==> src/rtl/muldiv_pkg.sv <==
// Shared constants for the iterative multiply/divide unit: operand width, op encodings, FSM states.
package muldiv_pkg;

  localparam int WIDTH = 32;

  localparam logic [1:0] OP_MULTU = 2'b00;
  localparam logic [1:0] OP_DIVU  = 2'b01;
  localparam logic [1:0] OP_MULT  = 2'b10;
  localparam logic [1:0] OP_DIV   = 2'b11;

  typedef enum logic [1:0] {
    ST_IDLE = 2'd0,
    ST_RUN  = 2'd1,
    ST_DONE = 2'd2
  } state_t;

  // Two's-complement negate when neg is set; used for magnitudes and sign fix-up.
  function automatic logic [WIDTH-1:0] cond_neg(input logic [WIDTH-1:0] v, input logic neg);
    return neg ? (~v + 1'b1) : v;
  endfunction

endpackage

==> src/rtl/muldiv_step.sv <==
// One iteration of the multiply/divide datapath: shift-add for multiply,
// restoring shift-subtract for divide, operating on the {acc_hi, acc_lo} pair.
module muldiv_step #(
  parameter int WIDTH = muldiv_pkg::WIDTH
) (
  input  logic             is_div,
  input  logic [WIDTH-1:0] acc_hi,
  input  logic [WIDTH-1:0] acc_lo,
  input  logic [WIDTH-1:0] operand,
  output logic [WIDTH-1:0] next_hi,
  output logic [WIDTH-1:0] next_lo
);

  logic [WIDTH:0] sum;
  logic [WIDTH:0] shifted;
  logic [WIDTH:0] diff;

  always_comb begin
    // Multiply: acc_lo holds the unconsumed multiplier bits, acc_hi the running partial product.
    sum     = {1'b0, acc_hi} + (acc_lo[0] ? {1'b0, operand} : {(WIDTH+1){1'b0}});
    // Divide: acc_hi is the partial remainder, acc_lo shifts dividend out and quotient in.
    shifted = {acc_hi, acc_lo[WIDTH-1]};
    diff    = shifted - {1'b0, operand};
    next_hi = sum[WIDTH:1];
    next_lo = {sum[0], acc_lo[WIDTH-1:1]};
    if (is_div) begin
      if (!diff[WIDTH]) begin
        next_hi = diff[WIDTH-1:0];
        next_lo = {acc_lo[WIDTH-2:0], 1'b1};
      end else begin
        next_hi = shifted[WIDTH-1:0];
        next_lo = {acc_lo[WIDTH-2:0], 1'b0};
      end
    end
  end

endmodule

==> src/rtl/muldiv_unit.sv <==
// Iterative HI/LO multiply/divide unit, one bit per cycle, WIDTH-cycle latency.
// Define MULDIV_SIGNED_EN to make MULT/DIV signed; otherwise op[1] is ignored.
module muldiv_unit #(
  parameter int WIDTH = muldiv_pkg::WIDTH
) (
  input  logic             clk,
  input  logic             reset,
  input  logic             start,
  input  logic [1:0]       op,
  input  logic [WIDTH-1:0] a,
  input  logic [WIDTH-1:0] b,
  input  logic             hi_we,
  input  logic             lo_we,
  output logic [WIDTH-1:0] hi,
  output logic [WIDTH-1:0] lo,
  output logic             busy,
  output logic             done,
  output logic             divzero
);

  import muldiv_pkg::*;

  localparam int CNT_W = $clog2(WIDTH) + 1;

  state_t             state_reg;
  logic [CNT_W-1:0]   cnt_reg;
  logic [WIDTH-1:0]   acc_hi_reg, acc_lo_reg, operand_reg, a_orig_reg;
  logic [WIDTH-1:0]   hi_reg, lo_reg;
  logic               is_div_reg, neg_q_reg, neg_r_reg, zero_div_reg, divzero_reg;

  logic               signed_op, a_neg, b_neg, accept;
  logic [WIDTH-1:0]   a_mag, b_mag, step_hi, step_lo, res_hi, res_lo;
  logic [2*WIDTH-1:0] prod, prod_fix;

`ifdef MULDIV_SIGNED_EN
  assign signed_op = op[1];
`else
  logic op_hi_unused;
  assign op_hi_unused = op[1];
  assign signed_op    = 1'b0;
`endif

  assign a_neg  = signed_op & a[WIDTH-1];
  assign b_neg  = signed_op & b[WIDTH-1];
  assign a_mag  = cond_neg(a, a_neg);
  assign b_mag  = cond_neg(b, b_neg);
  assign accept = start && (state_reg != ST_RUN);

  muldiv_step #(.WIDTH(WIDTH)) u_step (
    .is_div  (is_div_reg),
    .acc_hi  (acc_hi_reg),
    .acc_lo  (acc_lo_reg),
    .operand (operand_reg),
    .next_hi (step_hi),
    .next_lo (step_lo)
  );

  // Sign fix-up is applied to the final step's output so no extra cycle is spent.
  always_comb begin
    prod     = {step_hi, step_lo};
    prod_fix = neg_q_reg ? (~prod + 1'b1) : prod;
    res_hi   = prod_fix[2*WIDTH-1:WIDTH];
    res_lo   = prod_fix[WIDTH-1:0];
    if (is_div_reg) begin
      if (zero_div_reg) begin
        res_hi = a_orig_reg;
        res_lo = {WIDTH{1'b1}};
      end else begin
        res_hi = cond_neg(step_hi, neg_r_reg);
        res_lo = cond_neg(step_lo, neg_q_reg);
      end
    end
  end

  always_ff @(posedge clk) begin
    if (reset) begin
      state_reg    <= ST_IDLE;
      cnt_reg      <= '0;
      acc_hi_reg   <= '0;
      acc_lo_reg   <= '0;
      operand_reg  <= '0;
      a_orig_reg   <= '0;
      hi_reg       <= '0;
      lo_reg       <= '0;
      is_div_reg   <= 1'b0;
      neg_q_reg    <= 1'b0;
      neg_r_reg    <= 1'b0;
      zero_div_reg <= 1'b0;
      divzero_reg  <= 1'b0;
    end else if (state_reg == ST_RUN) begin
      acc_hi_reg <= step_hi;
      acc_lo_reg <= step_lo;
      cnt_reg    <= cnt_reg - 1'b1;
      if (cnt_reg == CNT_W'(1)) begin
        hi_reg      <= res_hi;
        lo_reg      <= res_lo;
        divzero_reg <= zero_div_reg;
        state_reg   <= ST_DONE;
      end
    end else begin
      divzero_reg <= 1'b0;
      if (accept) begin
        // Start wins over a coincident MTHI/MTLO; the write is dropped.
        state_reg    <= ST_RUN;
        cnt_reg      <= CNT_W'(WIDTH);
        is_div_reg   <= op[0];
        acc_hi_reg   <= '0;
        acc_lo_reg   <= op[0] ? a_mag : b_mag;
        operand_reg  <= op[0] ? b_mag : a_mag;
        a_orig_reg   <= a;
        neg_q_reg    <= a_neg ^ b_neg;
        neg_r_reg    <= a_neg;
        zero_div_reg <= op[0] && (b == '0);
      end else begin
        state_reg <= ST_IDLE;
        if (hi_we) hi_reg <= a;
        if (lo_we) lo_reg <= a;
      end
    end
  end

  assign hi      = hi_reg;
  assign lo      = lo_reg;
  assign busy    = (state_reg == ST_RUN);
  assign done    = (state_reg == ST_DONE);
  assign divzero = divzero_reg;

endmodule
==> config.mk <==
export PLATFORM = sky130hd
export DESIGN_NAME = muldiv_unit
export DESIGN_NICKNAME = d
export VERILOG_FILES = /design/src/rtl/muldiv_pkg.sv /design/src/rtl/muldiv_step.sv /design/src/rtl/muldiv_unit.sv
export SDC_FILE = /design/constraint.sdc
export NUM_CORES = 1
export LEC_CHECK = 0
export CORE_MARGIN = 10
export CORE_UTILIZATION = 32
export CTS_CLUSTER_SIZE = 12
export DETAILED_ROUTE_END_ITERATION = 16
export PLACE_DENSITY = 0.51
export SYNTH_ARGS = -nofsm -noshare
export SYNTH_HDL_FRONTEND = slang
export SYNTH_HIERARCHICAL = 1
export SYNTH_SLANG_ARGS = --single-unit
==> constraint.sdc <==
create_clock -name clk -period 4.48 [get_ports clk]
set_input_delay 0.448 -clock clk [delete_from_list [all_inputs] [get_ports clk]]
set_output_delay 0.448 -clock clk [all_outputs]
set_load 0.005 [all_outputs]
Word-level counts from Yosys, hierarchy flattened
Index checks and enable logic that the tools add are counted.

operators by class
  $add $sub $neg = 3
  eq/ne operators = 6
  mux-type cells = 28
  bitwise gates (word level) = 1
  reductions and logical operators = 10

operator list
  cell                                              number
  2-to-1 mux 32 bit                                 22
  adder 32 x 33 -> 33 bit                           1
  subtractor 33 x 32 -> 33 bit                      1
  logical NOT 32 bit                                1
  2-to-1 mux 6 bit                                  2
  == test 6 x 1 -> 1 bit, second input constant     1
  AND reduction 3 bit                               2
  nonzero test 2 bit                                3
  subtractor 6 x 1 -> 6 bit, second input constant  1
  2-to-1 mux 2 bit                                  2
  != test 2 x 1 -> 1 bit, second input constant     2
  == test 2 x 1 -> 1 bit, second input constant     1
  == test 2 bit, second input constant              1
  logical AND 1 bit                                 2
  2-to-1 mux 1 bit                                  2
  != test 2 bit, second input constant              1
  AND reduction 2 bit                               1
  OR reduction 2 bit                                1
  NOT 1 bit                                         1

word-level totals
  register bits = 203
  input port bits = 71
  output and inout bits = 67
  logic and storage cells = 59

Depth between registers and ports, before layout
Gate-level depths: netlist (run 1).

  word-level depth = 7
  gate-level depth with buffers = 16
  gate-level depth less buffers = 15

Hierarchy
Netlist (run 1), hierarchy kept.

by module, submodules not included
  module       times used  cells an instance  area an instance (um2)  sequential area each (um2)
  muldiv_unit  1           927                8718.4                  4063.9
  muldiv_step  1           726                4860.9                  0.0

Least setup slack after synthesis (run 1)
Ideal clock, no wire load.

  path type = register to register
  from = reg acc_lo_reg[0]
  to = reg hi_reg[29] (netlist: hi[29])
  setup time = 117 ps
  arrival = 3140 ps
  data required time = 4363 ps
  slack = 1224 ps
  cell stages (with the launch flop) = 17
  path buffers = 1
  clock period less this slack = 3256 ps
  path through = dfxtp_1 -> clkbuf_1 -> and2_1 -> ha_1 -> fa_1 -> a21oi_1 -> o211ai_1 -> a32oi_1 -> nand2_1 -> o22ai_1 -> o21ai_0 -> a41oi_1 -> xor2_1 -> o22ai_1 -> mux2i_1 -> o21ai_0 -> a22o_1

on the way
  word-level cells in the longest chain between the ends = 7

ends and longest elaborated chain
  element                      line                text
  start, declared              muldiv_unit.sv:27   logic [WIDTH-1:0] acc_hi_reg, acc_lo_reg, operand_reg, a_orig_reg;
  start signal, assigned       muldiv_unit.sv:92   acc_lo_reg <= step_lo;
  start signal, assigned       muldiv_unit.sv:108  acc_lo_reg <= op[0] ? a_mag : b_mag;
  2-to-1 mux 32 bit (*)        muldiv_step.sv:20   sum = {1'b0, acc_hi} + (acc_lo[0] ? {1'b0, operand} : {(WIDTH+1){1'b0}});
  adder 32 x 33 -> 33 bit (*)  muldiv_step.sv:20
  2-to-1 mux 32 bit (*)        muldiv_step.sv:26   if (is_div) begin
  via step_hi[29]              muldiv_unit.sv:32   logic [WIDTH-1:0] a_mag, b_mag, step_hi, step_lo, res_hi, res_lo;
  2-to-1 mux 32 bit            muldiv_unit.sv:65   if (zero_div_reg) begin
  2-to-1 mux 32 bit (*)        muldiv_unit.sv:64   if (is_div_reg) begin
  2-to-1 mux 32 bit (*)        muldiv_unit.sv:94   if (cnt_reg == CNT_W'(1)) begin
  2-to-1 mux 32 bit (*)        muldiv_unit.sv:90   end else if (state_reg == ST_RUN) begin
  end signal, assigned         muldiv_unit.sv:95   hi_reg <= res_hi;
  end, declared                muldiv_unit.sv:28   logic [WIDTH-1:0] hi_reg, lo_reg;

The timed path passes the listed nets; every way through them passes the cells marked *. The select of a mux whose other input is x is not followed.
A chain may end at the register's enable or synchronous reset.

Final worst setup path (run 1)
Ends and elaborated chain as after synthesis.

==> out/metrics.yaml, run 1 <==
grt_max_degree: 73
post_cts_buffers: 0
rsz0062_at_grt: "no"
dpl-instance-area_mm2: 0.0153
crit_slowest_cell: "fa_1"
ctsRootBufferMaster: "clkbuf_16"
initial_utilization: 0.324
core_area_mm2: 0.0419
grt_use_met1: 0.254
holdWs_ps: 452
synth-async-reset-ratio: 0
clock_skew_ps: 27.6
power_mw: 5.39
grt.busiest_layer: "met2"
grt-ovfl-total: 0
gp_congestion: 0.917
setup_viol: 0
drcViolationCount: 0
yosysWarnings: 6
port_buffers: 136
finalSetupTns_ps: 0
drt_iter0_markers: 870
syn_avg_cell_area_um2: 8.21
htree_levels: 1
fin_nets: 1867
syn_inst: 1653
rows: 75
die-height_um: 226
die_x_um: 226
clock_latency_ps: 550
drv_cap: 0
cts_made_buffers: 24
die_area_mm2: 0.0511
fin_crit_ps: 4100
synth_edf_count: 0
drive_gt1_frac: 0.0923
synth_nets: 1792
vias: 12300
via_per_inst: 5.39
post_drt_wl_per_cell_um: 20.2
crit_fanout: 12
dpl_worst_slack_ps: 350
clkSlewWorstSetupHoldPaths_ps: 60
ys_seq_elements: 203
grt_pass1_vias: 12100
finalCritPeriodShare: 0.916
syn2layout_area_growth_pct: 18.7
antenna_left: 0
dp.final_hpwl_um: 34300
grt_antenna_before_repair: 1
synthFlopType: "dfxtp_1"
finalInstanceArea_mm2: 0.0161
final_cell_mix: "nand2_1, dfxtp_1, a21oi_1, clkdlybuf4s50_1, nor2_1"
met2_usage: 0.272
grt_pass1_wl_um: 72200
io_pins: 138
worstSetupStartpointType: "register"
ctsResizeCount: 0
drv_slew: 0
cts.sinks: 203
tightest_slew_ps: 1080
synthTopCellsByArea: "dfxtp_1, mux2i_1, nand2_1"
syn_area_mm2: 0.0136
ys_seq_area_frac: 0.299
setup_ws_ps: 378
status: "complete, no violations"
synth_top_area_frac: 0.299
crit_path_cell_trace: "and2_1 -> ha_1 -> fa_1 -> a21oi_1 -> o211ai_1 -> a32oi_1 -> nand2_1 -> o22ai_1 -> o21ai_0 -> a41oi_1 -> xor2_1 -> o22ai_1 -> mux2i_1 -> o21ai_0 -> a22o_1"
hold_buffers: 0
grt_usage: 0.178
first_pass_iters: 7
slowest_delay_ps: 420
crit_buf_inv: 0
hp-class: "reg2reg"
drt_wl_total_um: 46100
hold_viol: 0
crit_family: "compound AO/OA/AOI/OAI gates"
power_density_mw_per_mm2: 334
max_slew_margin: 0.279
yosysTopAreaCell: "dfxtp_1"
cp_data_required_time_ps: 4950
crit_path_end_kind: "register"
p_leak_nw: 6.52
final_common_cell: "nand2_1"
fmax_ghz: 0.244
cp.arrival_ps: 4570
cts_tree: "built"
use_met3: 0.0272
crit_type: "reg2reg"
ir_drop_mv: 0.252
yosysUniqueCellTypes: 85
cts_buffer_depth: 3
==> synth_stat cells, drive strengths merged, types with 3 or more instances <==
cell and n:
nor4 7, a311oi 40, nand4b 3, o31ai 4
and2 38, buf 50, xnor2 34, or2 4
ha 66, a21o 25, and3 5, nor3 17
nor2 135, a211oi 42, dfxtp 203, nand4 10
o211ai 42, a21oi 138, a31oi 24, nor2b 10
mux2 32, clkbuf 62, a22o 65, inv 53
o21a 6, o21ai 85, mux2i 103, nand3 14
nand2b 15, xor2 21, nand2 243, o21bai 5
and4 4, o221ai 4, nand3b 4
==> routing by layer <==
metal,part of all wire,up-vias
met3,0.053,42
met4,0.015,0
li1,-,6168
met5,0,-
met2,0.44,299
met1,0.50,5804
==> report_power, final <==
part | leakage, nW | internal [mW] | total [mW] | switching (mW)
Sequential | 1.67 | 1.93 | 2.04 | 0.109
Combinational | 4.46 | 0.523 | 1.24 | 0.722
Clock | 0.402 | 1.30 | 2.11 | 0.811
==> per-stage QoR <==
stage	std cells	utilization
6_report	2284	0.384
5_1_grt	2284	0.384
4_1_cts	2283	0.384
3_5_place_dp	2241	0.364
3_3_place_gp	2241	0.364
2_1_floorplan	1653	-
==> final timing paths <==
check / slack [ps] / startpoint / to / cells past startpoint
setup / recovery: 380 / acc_lo_reg[0] / hi[29] / 15
hold reg to reg: 450 / a_orig_reg[16] / a_orig_reg[16] / 2
setup reg to reg: 380 / acc_lo_reg[0] / hi[29] / 15
hold / removal: 450 / a_orig_reg[16] / a_orig_reg[16] / 2
==> worst reg2reg max path, stage by stage, from the launching register on <==
cell and delay (ps):
dfxtp_2 400, and2_1 170, ha_1 220, fa_1 420
a21oi_1 290, o211ai_1 140, a32oi_1 330, nand2_1 180
o22ai_1 310, o21ai_0 270, a41oi_1 300, xor2_1 110
o22ai_1 400, mux2i_1 150, o21ai_0 180, a22o_1 140
==> cell families after synthesis <==
kind of cell / after synthesis / synth area share
flops: 203 / 0.299
buf+inv: 166 / 0.0570
fa+ha+maj: 68 / 0.0638
simple gates: 518 / 0.172
xor+xnor: 55 / 0.0355
compound gates: 508 / 0.270
mux: 135 / 0.102
==> final cells by class <==
type	count	area [um^2]
clock inverters	7	138
inverters	53	199
diodes	1	2.50
flip-flops and latches	203	4070
multi-input cells	1284	8770
well taps	539	674
fillers	4314	25800
clock buffers	35	693
repair buffers	162	1570
No activity file was read; power rests on OpenSTA's default activity.
==> run 2: changes to the inputs <==
CORE_ASPECT_RATIO = 0.5   (was default)
==> run 2 against run 1 <==
Via count rose by 1.6%; die area is 0.98% higher; register-to-register slack got worse by 100 ps; sequential power about the same; combinational power up 4%; first-iteration DRC count is 43% higher; total power fell by 0.14%; hold slack improved by 1.4 ps; critical path depth unchanged; utilization about the same; maximum frequency shrank 2.4%; cell count up 1.7%; critical path type unchanged; largest cell class unchanged; largest power group unchanged.
==> out/metrics.yaml, run 2 (same netlist as run 1, synthesis figures left out) <==
status: "complete, no violations"
grt_usage: 0.183  # +0.00496
power_mw: 5.38  # -0.14%
drv_slew: 0  # unchanged
ctsRootBufferMaster: "clkbuf_16"
cp.arrival_ps: 4690  # +120 ps
die_area_mm2: 0.0516  # +0.98%
port_buffers: 136  # unchanged
fin_util: 0.384  # about the same
placedCellCount: 2281  # +1.8%
htree_levels: 1  # unchanged
initial_utilization: 0.323  # about the same
crit_slowest_cell: "a31oi_1"
fin_cells: 2322  # +1.7%
drive_gt1_frac: 0.0924  # +0.000106
hold_viol: 0  # unchanged
fmax_ghz: 0.238  # -2.4%
via_per_inst: 5.39  # about the same
drt_iter0_markers: 1241  # +43%
clock_skew_ps: 21.3  # -6.27 ps
finalCritPeriodShare: 0.938  # +0.0224
dpl_worst_slack_ps: 280  # -69.9 ps
vias: 12500  # +1.6%
setup_ws_ps: 278  # -100 ps
die-height_um: 166  # -27%
drcViolationCount: 0  # unchanged
first_pass_iters: 6  # -1
power_density_mw_per_mm2: 333  # -0.24%
hp-class: "reg2reg"
grt-ovfl-total: 0  # unchanged
fin_crit_ps: 4200  # +100 ps
cts_made_buffers: 23  # -4.2%
grt_antenna_before_repair: 3  # +2
cts_buffer_depth: 3  # unchanged
crit_path_cell_trace: "inv_1 -> ha_1 -> fa_1 -> nand2b_1 -> a21oi_1 -> o21ai_0 -> o221ai_1 -> o21a_1 -> o211a_1 -> buf_4 -> nand2_1 -> a31oi_1 -> mux2i_1 -> o21ai_0 -> a22o_1"
p_leak_nw: 6.52  # about the same
die_x_um: 311  # +38%
cp_data_required_time_ps: 4970  # +20 ps
grt_pass1_wl_um: 74900  # +3.7%
cts.sinks: 203  # unchanged
grt_max_degree: 101  # +38%
slowest_delay_ps: 550  # +130 ps
cts_tree: "built"
tightest_slew_ps: 1120  # +41.2 ps
gp_congestion: 0.922  # +0.52%
dp.final_hpwl_um: 37600  # +9.7%
clkSlewWorstSetupHoldPaths_ps: 70  # about the same
crit_fanout: 10  # -2
fin_nets: 1868  # +0.054%
crit_top_cell: "o21ai_0"
syn2layout_area_growth_pct: 18.9
min_from: "a_orig_reg[15]"
drt_wl_total_um: 50000  # +8.5%
grt_pass1_vias: 11500  # -4.7%
hold_buffers: 0  # unchanged
crit_path_end_kind: "register"
rows: 53  # -29%
cp-startpoint: "acc_lo_reg[31]"
ir_drop_mv: 0.259  # +2.6%
io_pins: 138  # unchanged
r2r_start: "acc_lo_reg[31]"
rsz0062_at_grt: "no"
clock_latency_ps: 550  # about the same
drv_cap: 0  # unchanged
final_cell_mix: "nand2_1, dfxtp_1, a21oi_1, clkdlybuf4s50_1, nor2_1"
core_area_mm2: 0.0420  # about the same
worstSetupStartpointType: "register"
antenna_left: 0  # unchanged
post_drt_wl_per_cell_um: 21.5  # +6.7%
setup_viol: 0  # unchanged
max_slew_margin: 0.251  # -0.0274
finalSetupTns_ps: 0  # unchanged
final_common_cell: "nand2_1"
crit_type: "reg2reg"
run 2: repair_timing:
item                       in CTS  in global routing
setup endpoints to repair       0                  1
hold endpoints to repair        0                  0
gates resized for setup         0                  1
buffers inserted                0                  0
run 2: worst max-delay path, delay by kind of cell (launching register included):
family / cells / cell delay (ps)
fa+ha+maj: 2 / 640
compound gates: 8 / 2310
mux: 1 / 200
flops: 1 / 330
simple gates: 2 / 280
buf+inv: 2 / 360
run 2: routing by layer:
metal / share of wire / track usage / up-vias
li1: - / - / 6171
met1: 0.52 / 0.283 / 5958
met2: 0.41 / 0.262 / 347
met3: 0.053 / 0.0231 / 36
met4: 0.014 / 0.0329 / 0
met5: 0 / 0 / -
run 2: final timing paths:
check | endpoint | slack, ps | depth (start not counted)
max | hi[23] | 280 | 15
min | a_orig_reg[15] | 450 | 2
max reg2reg | hi[23] | 280 | 15
min reg2reg | a_orig_reg[15] | 450 | 2
run 2: per-stage QoR:
stage          cell area [um^2]  hold slack [ps]
2_1_floorplan             13600              436
3_3_place_gp              15300              442
3_5_place_dp              15300              446
4_1_cts                   16100              437
5_1_grt                   16100              472
6_report                  16100              454
run 2: final cells by class:
type,count,area (um^2)
diodes,3,7.51
clock buffers,31,646
clock inverters,7,154
fillers,4329,25800
inverters,53,199
multi-input cells,1284,8770
flip-flops and latches,203,4070
well taps,577,722
repair buffers,164,1570
run 2: power breakdown:
| part | switching [mW] | internal [mW] |
|---|---|---|
| Sequential | 0.111 | 1.93 |
| Combinational | 0.764 | 0.524 |
| Clock | 0.813 | 1.24 |
==> run 3: changes to the inputs <==
GPL_ROUTABILITY_DRIVEN = 1   (was default)
clock period = 5.1 ns   (was 4.48 ns; I/O delays follow)
==> run 3 against run 2 <==
Register-to-register slack better by 470 ps; cell count fell by 0.22%; hold slack about the same; global-route usage increased by 0.19 points; sequential power shrank 12%; non-clock buffer count shrank 8; wire length increased by 0.61%; maximum frequency is 3.5% lower; worst setup slack improved by 470 ps.
==> out/metrics.yaml, run 3 (same netlist as run 1, synthesis figures left out) <==
first_pass_iters: 6  # unchanged
r2r_start: "acc_lo_reg[31]"
cp-startpoint: "acc_lo_reg[31]"
tightest_slew_ps: 981  # -142 ps
ir_drop_mv: 0.214  # -17%
fin_cells: 2317  # -0.22%
dp.final_hpwl_um: 37400  # -0.42%
crit_slowest_cell: "o211a_1"
fmax_ghz: 0.230  # -3.5%
via_per_inst: 5.38  # -0.12%
crit_family: "compound AO/OA/AOI/OAI gates"
p_comb_frac: 0.245  # +0.006
cp_num_cells: 15  # unchanged
power.share.clock: 0.364  # -0.018
slowest_delay_ps: 560  # about the same
cts.sinks: 203  # unchanged
ff2ff_path_depth: 15  # unchanged
die_x_um: 311  # unchanged
rows: 53  # unchanged
clock_latency_ps: 550  # about the same
worstSetupStartpointType: "register"
crit_buf_inv: 2  # unchanged
vias: 12500  # -0.34%
p_leak_nw: 6.44  # -1.2%
grt_pass1_vias: 11500  # -0.55%
crit_fanout: 17  # +7
power_density_mw_per_mm2: 286  # -14%
final_cell_mix: "nand2_1, dfxtp_1, a21oi_1, clkdlybuf4s50_1, nor2_1"
rrSetupSlack_ps: 740  # +470 ps
drv_cap: 0  # unchanged
initial_utilization: 0.323  # unchanged
crit_path_end_kind: "register"
drv_slew: 0  # unchanged
clock_skew_ps: 16.4  # -4.94 ps
drt_wl_total_um: 50300  # +0.61%
max_slew_margin: 0.346  # +0.0944
finalSetupTns_ps: 0  # unchanged
fin_crit_ps: 4360  # +154 ps
hold_viol: 0  # unchanged
cts_made_buffers: 23  # unchanged
clkSlewWorstSetupHoldPaths_ps: 60  # about the same
crit_type: "reg2reg"
ctsResizeCount: 0  # unchanged
crit_top_cell: "o21ai_0"
die_area_mm2: 0.0516  # unchanged
drt_iter0_markers: 1203  # -3.1%
htree_levels: 1  # unchanged
r2r-end: "hi[21]"
grt-ovfl-total: 0  # unchanged
gp_congestion: 0.910  # -1.2%
hold_buffers: 0  # unchanged
grt_max_degree: 81  # -20%
drcViolationCount: 0  # unchanged
grt_pass1_wl_um: 75500  # +0.86%
p_int_mw: 3.08  # -17%
min_from: "a_orig_reg[1]"
die-height_um: 166  # unchanged
syn2layout_area_growth_pct: 17.9
hp-class: "reg2reg"
grt_usage: 0.185  # +0.00194
rsz0062_at_grt: "no"
ctsRootBufferMaster: "clkbuf_16"
switching_share: 0.327  # +0.0133
setup_viol: 0  # unchanged
post_cts_buffers: 0  # unchanged
port_buffers: 136  # unchanged
finalCritPeriodShare: 0.854  # -0.0838
antenna_left: 0  # unchanged
drive_gt1_frac: 0.0875  # -0.00492
status: "complete, no violations"
cp.arrival_ps: 4850  # +160 ps
cts_buffer_depth: 3  # unchanged
p_switching_mw: 1.50  # -11%
cts_tree: "built"
pwr-share-seq: 0.391  # +0.012
io_pins: 138  # unchanged
core_area_mm2: 0.0420  # unchanged
grt_antenna_before_repair: 6  # +3
cp_data_required_time_ps: 5590  # +620 ps
post_drt_wl_per_cell_um: 21.7  # +0.83%
endpoint: "hi[21]"
final_common_cell: "nand2_1"
crit_path_cell_trace: "inv_1 -> ha_1 -> fa_1 -> nand2b_1 -> a21oi_1 -> o21ai_0 -> o221ai_1 -> o21a_1 -> o211a_1 -> buf_4 -> nand2_1 -> a31oi_1 -> mux2i_1 -> o21ai_0 -> a22o_1"
fin_nets: 1860  # -0.43%
placedCellCount: 2273  # -0.35%
## run 3: cell types whose count changed in the layout (fill, tap and decap cells not counted), moves of 2 or more
cell,change
buf_4,-8
bufinv_16,-3
clkbuf_1,+4
clkinv_2,+2
clkinvlp_4,+2
## run 3: how the worst min path moves through the flow
stage	slack [ps]	to	cells after the start
6_report	450	a_orig_reg[1]	2
5_1_grt	470	a_orig_reg[22]	2
4_1_cts	450	a_orig_reg[10]	2
3_5_place_dp	450	a_orig_reg[7]	2
3_3_place_gp	440	a_orig_reg[29]	2
2_1_floorplan	440	a_orig_reg[0]	2
## run 3: cell type report
type	instances	area, um^2
clock buffers	34	647
well taps	577	722
clock inverters	7	80.1
diodes	3	7.51
fillers	4332	26000
multi-input cells	1284	8770
repair buffers	156	1510
flip-flops and latches	203	4070
inverters	53	199
## run 3: metrics by stage
step / util / total power, mW / setup WS, ps / cell area, um^2 / hold slack [ps]
4_1_cts: 0.381 / 4.60 / 827 / 16000 / 454
3_5_place_dp: 0.364 / 2.93 / 835 / 15300 / 446
3_3_place_gp: 0.364 / 2.93 / 865 / 15300 / 441
2_1_floorplan: - / 2.52 / 1840 / 13600 / 436
6_report: 0.381 / 4.58 / 744 / 16000 / 453
5_1_grt: 0.381 / 4.78 / 345 / 16000 / 468
## run 3: power groups by stage
| stage | Clock [mW] | Combinational [mW] | Sequential [mW] |
|---|---|---|---|
| after floorplan | 0 | 0.734 | 1.78 |
| after global placement | 0 | 1.11 | 1.82 |
| after detailed placement | 0 | 1.10 | 1.82 |
| after CTS | 1.70 | 1.11 | 1.79 |
| after global routing | 1.76 | 1.22 | 1.80 |
| final | 1.67 | 1.12 | 1.79 |
## run 3: metal layers
metal  part of all wire  GRT usage  vias to the layer above
met2               0.41      0.262                      353
met3              0.055     0.0212                       53
li1                   -          -                     6148
met1               0.51      0.287                     5916
met4              0.022     0.0404                        0
met5                  0          0                        -
## run 3: worst min-delay path, stage by stage, from the launching register on
cell     delay, ps
dfxtp_1        310
nand2_1         50
a21oi_1         50
